==> src/rtl/back_end_native_arbiter.sv <==
// back_end_native_arbiter: shares one native memory port between a write channel and a line-fill read channel with atomic burst grants
`timescale 1ns/1ps
module back_end_native_arbiter #(
  parameter int ADDR_W        = 32,
  parameter int DATA_W        = 32,
  parameter int WRITE_POL     = 0,
  parameter int LINE2MEM_W    = 3,
  parameter int MAX_WR_STREAK = 4
) (
  input  logic                clk,
  input  logic                reset,
  input  logic                w_valid,
  input  logic [ADDR_W-1:0]   w_addr,
  input  logic [DATA_W-1:0]   w_wdata,
  input  logic [DATA_W/8-1:0] w_wstrb,
  output logic                w_ready,
  input  logic                r_valid,
  input  logic [ADDR_W-1:0]   r_addr,
  output logic [DATA_W-1:0]   r_rdata,
  output logic                r_ready,
  output logic                mem_valid,
  output logic [ADDR_W-1:0]   mem_addr,
  output logic [DATA_W-1:0]   mem_wdata,
  output logic [DATA_W/8-1:0] mem_wstrb,
  input  logic [DATA_W-1:0]   mem_rdata,
  input  logic                mem_ready
);
  localparam int CW = LINE2MEM_W > 0 ? LINE2MEM_W : 1;
  localparam int SW = $clog2(MAX_WR_STREAK + 1);
  localparam logic [CW-1:0] R_LAST = CW'((2 ** LINE2MEM_W) - 1);
  localparam logic [CW-1:0] W_LAST = WRITE_POL != 0 ? R_LAST : '0;
  localparam logic [SW-1:0] S_MAX = SW'(MAX_WR_STREAK);
  typedef enum logic [1:0] {IDLE, WRITE, READ} state_t;
  state_t state, state_n;
  logic [CW-1:0] cnt, cnt_n;
  logic [SW-1:0] streak, streak_n;
  logic beat, last;
  assign r_rdata = mem_rdata;
  // state, beat counter and write streak registers
  always_ff @(posedge clk) begin
    if (!reset) begin
      state  <= IDLE;
      cnt    <= '0;
      streak <= '0;
    end else begin
      state  <= state_n;
      cnt    <= cnt_n;
      streak <= streak_n;
    end
  end
  // port muxing for the granted channel, idle arbitration and burst tracking
  always_comb begin
    mem_valid = state == WRITE ? w_valid : state == READ ? r_valid : 1'b0;
    mem_addr  = state == WRITE ? w_addr : state == READ ? r_addr : '0;
    mem_wdata = state == WRITE ? w_wdata : '0;
    mem_wstrb = state == WRITE ? w_wstrb : '0;
    w_ready   = state == WRITE && mem_ready;
    r_ready   = state == READ && mem_ready;
    beat      = mem_valid && mem_ready;
    last      = beat && cnt == (state == WRITE ? W_LAST : R_LAST);
    state_n   = state;
    cnt_n     = cnt;
    streak_n  = streak;
    if (state == IDLE) begin
      if (w_valid && !(r_valid && streak == S_MAX)) begin
        state_n  = WRITE;
        streak_n = r_valid ? (streak == S_MAX ? streak : streak + 1'b1) : '0;
      end else if (r_valid) begin
        state_n  = READ;
        streak_n = '0;
      end
    end else if (beat) begin
      cnt_n   = last ? '0 : cnt + 1'b1;
      state_n = last ? IDLE : state;
    end
  end
endmodule

==> config.mk <==
export PLATFORM = sky130hd
export DESIGN_NAME = back_end_native_arbiter
export DESIGN_NICKNAME = d
export VERILOG_FILES = /design/src/rtl/back_end_native_arbiter.sv
export SDC_FILE = /design/constraint.sdc
export NUM_CORES = 1
export LEC_CHECK = 0
export CAP_MARGIN = 40
export CORE_ASPECT_RATIO = 0.7
export CORE_MARGIN = 8
export CORE_UTILIZATION = 18
export CTS_BUF_LIST = sky130_fd_sc_hd__clkbuf_4 sky130_fd_sc_hd__clkbuf_8 sky130_fd_sc_hd__clkbuf_16
export CTS_CLUSTER_SIZE = 40
export DETAILED_ROUTE_END_ITERATION = 10
export PLACE_DENSITY_LB_ADDON = 0.08
export SYNTH_ARGS = -nofsm -noshare
export SYNTH_HDL_FRONTEND = slang
export SYNTH_SLANG_ARGS = --single-unit
export TNS_END_PERCENT = 10
==> constraint.sdc <==
create_clock -name clk -period 1.5 [get_ports clk]
set_clock_uncertainty 0.15 [all_clocks]
set_input_delay 0.15 -clock clk [delete_from_list [all_inputs] [get_ports clk]]
set_output_delay 0.15 -clock clk [all_outputs]
set_load 0.1 [all_outputs]
==> results.ini, run 1 <==
[status]
status = finished, violations left
violations = negative setup slack

[cts]
numCtsBuffers = 3
clockRootBuffer = clkbuf_8
clock_path_buffers = 2
h-tree-depth = 1
ctsHoldBuffers = 0
cts_tree = yes
clkLatencyLatePin_ns = 0.23
clk_pin_slew_ns = 0.04
clock_sinks = 8

[yosys]
synth.avg_cell_area_um2 = 7.702
synth-main-ff-cell = dfxtp_1
ys_seq_area_share_pct = 12.45
syn-num-nets = 307
yosys_warnings = 0
yosysTopAreaCellShare_pct = 22.47
ys_ff_latch = 8
synth_top_cell_by_area = a22o_1
syn_area_mm2 = 0.001286
syn_inst = 167
async_flop_share_pct = 0
ys_types = 33
synthTopCellsByArea = a22o_1 (22%), and2_1 (19%), buf_4 (19%)
synth_edf_count = 0

[power]
p_total_mw = 3.319
swShare_pct = 50.54
intPower_mw = 1.642
p_sw_mw = 1.678
p_leak_nw = 1.865
seqPwrFrac_pct = 7.1
power.density_mw_per_mm2 = 753.9
peakVddDrop_v = 0.0003245
pwr-share-comb_pct = 85.1
clockPowerShare_pct = 7.8

[place]
gp_congestion = 0.8126
placed_cell_area_mm2 = 0.003954
dp_slack_ns = -0.1772
dp_hpwl_um = 7157
portBuffers = 175

[timing]
timing.final.ws_setup_ns = -0.2244
fmax_ghz = 0.5799
rsz0062_at_grt = true
period_minus_slack_ns = 1.724
final.period_utilization_pct = 115.0
hold_viol = 0
drv_slew = 0
finalSetupViolations = 75
worst_pin_slew_ns = 0.3322
max_slew_margin_pct = 77.71

[floorplanning]
rows = 25
die_x_um = 117.0
initial_core_util_pct = 18.78
die_area_mm2 = 0.01015
die_y_um = 86.73
boundaryPins = 240
core_mm2 = 0.006850

[finish]
layout-drive-gt1-share_pct = 54.91
fin_area_mm2 = 0.004403
layout.nets = 468
fin_util_pct = 64.27
area_growth_pct = 242.3
antenna_cells = 0

[detailed_routing]
drc = 0
drt_wl_total_um = 8845
postRouteAntennaNets = 0
drtPass1Iterations = 4
drt-initial-drc-count = 75
drt-wirelength-per-cell_um = 21.06
detail_route.vias_per_cell = 4.395
vias = 1846

[critical_path]
crit_path_end_kind = output pin
worstSetupStartpointType = flip-flop
rr_endpoint = cnt[2]
reg2reg_depth = 7
rrSetupSlack_ns = -0.15
cp.required_ns = 1.20
crit_arrival_ns = 1.42
r2r-start = state[0]
cp_max_fo = 8
crit_type = flip-flop to output pin
startpoint = state[0]
critPathCapture = mem_addr[18]

[grt]
grt_pass1_wl_um = 11760
overflow = 0
grtUsageTotal_pct = 15.26
grt_pass1_vias = 1876
grt_max_degree = 21
antenna_found_initial = 0

[job]
maxCapViolCount = 0

[hold_path]
hold_path_class = input port to output pin

==> metal layers <==
metal	vias up	global-route usage, %	wire, um
met5	-	0	0
met4	0	1.968	57
met3	18	5.552	875
met2	93	28.91	4834
met1	857	16.05	3077
li1	878	-	-
==> cell families (layout without fill, tap and decap cells) <==
group / after synthesis / in the layout / synth area share, %
flops: 8 / 8 / 12.45
compound gates: 48 / 48 / 30.84
fa+ha+maj: 3 / 3 / 2.919
mux: 2 / 2 / 1.556
buf+inv: 49 / 208 / 24.61
simple gates: 57 / 57 / 27.63
==> state kept, by name, summed over array words and instances, names as in the netlist <==
register / flops
streak: 3
cnt: 3
state: 2
==> power groups by stage <==
stage | logic [mW] | registers (mW) | clock network [mW]
6_report | 2.83 | 0.235 | 0.259
5_1_grt | 2.91 | 0.237 | 0.285
4_1_cts | 2.75 | 0.235 | 0.264
3_5_place_dp | 2.59 | 0.237 | 0
3_3_place_gp | 2.58 | 0.237 | 0
2_1_floorplan | 1.88 | 0.234 | 0
==> cell usage in the layout, fill, tap and decap left out, types with 3 or more instances in the layout <==
| cell | count |
|---|---|
| and2_4 | 34 |
| and2_2 | 4 |
| buf_6 | 3 |
| a22o_4 | 33 |
| clkbuf_16 | 3 |
| nor2b_1 | 3 |
| clkbuf_8 | 3 |
| dfxtp_1 | 6 |
| clkdlybuf4s50_1 | 104 |
| a21oi_1 | 3 |
| buf_12 | 78 |
| inv_1 | 4 |
| buf_4 | 10 |
| ha_1 | 3 |
==> cells in the mapped netlist (all sizes together) (2+ instances only) <==
| library cell | instances |
|---|---|
| a21boi | 2 |
| a21oi | 3 |
| a22o | 33 |
| a31o | 2 |
| and2 | 39 |
| buf | 38 |
| clkbuf | 7 |
| dfxtp | 8 |
| ha | 3 |
| inv | 4 |
| mux2i | 2 |
| nand2 | 2 |
| nand3b | 2 |
| nor2 | 2 |
| nor2b | 5 |
| o21a | 2 |
| o21ai | 2 |
==> what timing repair did <==
action,4_1_cts,5_1_grt
gates resized for setup,45,19
setup buffers,6,1
endpoints found under the setup margin,73,76
gates cloned,3,4
pin swaps,29,18
==> worst min-delay path by stage <==
stage                       start           to  slack, ns  cells past startpoint
floorplan                 w_valid     state[1]       0.23                      2
global placement    mem_rdata[22]  r_rdata[22]       0.15                      0
detailed placement  mem_rdata[22]  r_rdata[22]       0.15                      0
CTS                 mem_rdata[22]  r_rdata[22]       0.15                      0
global route        mem_rdata[11]  r_rdata[11]       0.15                      0
finish              mem_rdata[10]  r_rdata[10]       0.15                      0
==> through the flow <==
step / setup TNS, ns / hold slack (ns) / std cells
3_3_place_gp: -1.285 / 0.1507 / 404
2_1_floorplan: -7.679 / 0.2334 / 167
3_5_place_dp: -1.151 / 0.1507 / 404
6_report: -13.91 / 0.1500 / 420
4_1_cts: -15.01 / 0.1507 / 416
5_1_grt: -17.77 / 0.1502 / 420
==> cell type report <==
cell class	instances	area [um2]
multi-input cells	110	1210
flip-flops and latches	8	162.7
repair buffers	201	2856
fillers	519	2447
clock buffers	3	41.29
well taps	94	117.6
inverters	4	15.01
==> worst max-delay path, stage by stage, from the launching register on <==
cell,delay [ns]
dfxtp_2,0.33
nor2b_4,0.14
buf_8,0.14
clkbuf_16,0.16
a22o_4,0.26
buf_12,0.16
Power figures use the tool's default switching activity.
==> run 2: changes to the inputs <==
CORE_AREA = 8 8 87 89   (was default)
CORE_ASPECT_RATIO = default   (was 0.7)
CORE_MARGIN = default   (was 8)
CORE_UTILIZATION = default   (was 18)
DIE_AREA = 0 0 95 97   (was default)
DONT_BUFFER_PORTS = 1   (was default)
SKIP_LAST_GASP = 1   (was default)
==> results.ini, run 2 (same netlist as run 1, synthesis figures left out) <==
[detailed_routing]
detail_route.vias_per_cell = 5.095  ; +16%
drt-wirelength-per-cell_um = 27.32  ; +30%
drtPass1Iterations = 4  ; unchanged
drt-initial-drc-count = 42  ; -44%
drc = 0  ; unchanged
drt_wl_total_um = 7458  ; -16%
postRouteAntennaNets = 0  ; unchanged
vias = 1391  ; -25%

[timing]
max_slew_margin_pct = 76.58  ; -1.1 points
worst_pin_slew_ns = 0.3481  ; +0.01594 ns
rsz0062_at_grt = true
hold_viol = 0  ; unchanged
fmax_ghz = 0.5786  ; -0.23%
period_minus_slack_ns = 1.728  ; +0.004051 ns
whs_ns = 0.02305  ; -0.1270 ns
final.period_utilization_pct = 115.2  ; +0.27 points
timing.final.ws_setup_ns = -0.2284  ; -0.004051 ns
tns_ns = -13.95  ; -0.03810 ns
drv_slew = 0  ; unchanged
finalSetupViolations = 73  ; -2.7%

[hold_path]
hold_path_class = input port to flip-flop
hold_depth = 2  ; +2

[cts]
clock_path_buffers = 2  ; unchanged
cts_tree = yes
h-tree-depth = 1  ; unchanged
clockRootBuffer = clkbuf_8
clkLatencyLatePin_ns = 0.22  ; about the same
clk_pin_slew_ns = 0.04  ; about the same
clock_sinks = 8  ; unchanged
numCtsBuffers = 3  ; unchanged

[finish]
fin_area_mm2 = 0.002869  ; -35%
final_cells = 273  ; -35%
fin_util_pct = 46.24  ; -18 points
layout_common_cells = buf_12 (56), a22o_4 (31), and2_2 (19), and2_4 (19), dfxtp_1 (6)
layout-drive-gt1-share_pct = 77.04  ; +22 points
layout.nets = 338  ; -28%
reg_top3 = cnt: 3 flops, streak: 3 flops, state: 2 flops
final_common_cell = buf_12
antenna_cells = 0  ; unchanged
nFillCells = 537  ; +3.5%
seq_area_um2 = 162.7  ; unchanged
multi_input_area_mm2 = 0.001170  ; -3.3%
area_growth_pct = 123.1

[floorplanning]
rows = 29  ; +16%
die_x_um = 95  ; -19%
core_mm2 = 0.006205  ; -9.4%
die_y_um = 97  ; +12%
boundaryPins = 240  ; unchanged
die_area_mm2 = 0.009215  ; -9.2%
initial_core_util_pct = 20.73  ; +2.0 points

[job]
maxCapViolCount = 0  ; unchanged

[power]
swShare_pct = 56.74  ; +6.2 points
p_leak_nw = 1.235  ; -34%
power.density_mw_per_mm2 = 952.4  ; +26%
intPower_mw = 1.182  ; -28%
p_sw_mw = 1.550  ; -7.6%
p_total_mw = 2.732  ; -18%
peakVddDrop_v = 0.0004207  ; +30%
seqPwrFrac_pct = 8.6  ; +1.5 points
clockPowerShare_pct = 9.4  ; +1.6 points
pwr-share-comb_pct = 82.0  ; -3.1 points

[critical_path]
rr_endpoint = cnt[2]
crit_top_cell = buf_12
crit_type = flip-flop to output pin
reg2reg_depth = 4  ; -3
r2r-start = state[0]
slowest_stage = dfxtp_2
crit_family = buffers and inverters
path_cells = nor2b_4 > buf_4 > buf_12 > a22o_2 > buf_12
startpoint = state[0]
cp_max_fo = 15  ; +7
worstSetupStartpointType = flip-flop
critPathCapture = mem_addr[0]
cp.required_ns = 1.20  ; about the same
rrSetupSlack_ns = -0.05  ; +0.10 ns
critPathMaxStageDelay_ns = 0.33  ; about the same
path_buf_inv = 3  ; unchanged
crit_arrival_ns = 1.43  ; about the same
crit_path_end_kind = output pin
cp.depth = 5  ; unchanged

[place]
portBuffers = 0  ; -100%
gp_congestion = 0.7135  ; -12%
dpl.cell_count = 256  ; -37%
dp_hpwl_um = 5968  ; -17%
dp_slack_ns = -0.05033  ; +0.1268 ns
placed_cell_area_mm2 = 0.002426  ; -39%

[grt]
antenna_found_initial = 0  ; unchanged
grt_pass1_wl_um = 9894  ; -16%
grtUsageTotal_pct = 14.26  ; -1.0 points
overflow = 0  ; unchanged
grt_max_degree = 22  ; +4.8%
grt_pass1_vias = 1484  ; -21%

[status]
status = finished, violations left
violations = negative setup slack

run 2: layout make-up:
cell class | instances | area share [%]
Clock buffer | 3 | 1.439
Inverter | 4 | 0.5233
Multi-Input combinational cell | 110 | 40.78
Sequential cell | 8 | 5.669
Tap cell | 77 | 3.358
Timing Repair Buffer | 71 | 48.23
run 2: how the worst min path moves through the flow:
stage	slack (ns)	from	end
5_1_grt	0.02	w_valid	state[1]
2_1_floorplan	0.23	w_valid	state[1]
3_3_place_gp	0.12	reset	cnt[2]
3_5_place_dp	0.13	reset	state[1]
4_1_cts	0.02	w_valid	state[1]
6_report	0.02	w_valid	state[1]
run 2: timing repair:
action / in CTS / in global routing
cloned: 4 / 4
endpoints found under the hold margin: 8 / 0
resized for setup: 33 / 12
hold buffers: 1 / 0
setup buffers: 4 / 2
pin swaps: 4 / 1
endpoints found under the setup margin: 72 / 74
run 2: worst reg2reg max path: cells and delay by family (launching register included):
family          cells  cell delay (ns)
compound gates      1             0.16
flops               1             0.34
simple gates        3             0.78
run 2: metal layers:
| layer | global-route usage, % | part of all wire [%] |
|---|---|---|
| met1 | 11.18 | 28 |
| met5 | 0 | 0 |
| met2 | 31.75 | 63 |
| met4 | 3.245 | 1.7 |
| met3 | 3.246 | 7.2 |
run 2: power by group through the flow:
stage / logic [mW] / registers (mW) / clock network [mW]
2_1_floorplan: 1.88 / 0.234 / 0
3_3_place_gp: 2.02 / 0.235 / 0
3_5_place_dp: 2.03 / 0.236 / 0
4_1_cts: 2.18 / 0.234 / 0.266
5_1_grt: 2.30 / 0.236 / 0.285
6_report: 2.24 / 0.234 / 0.256
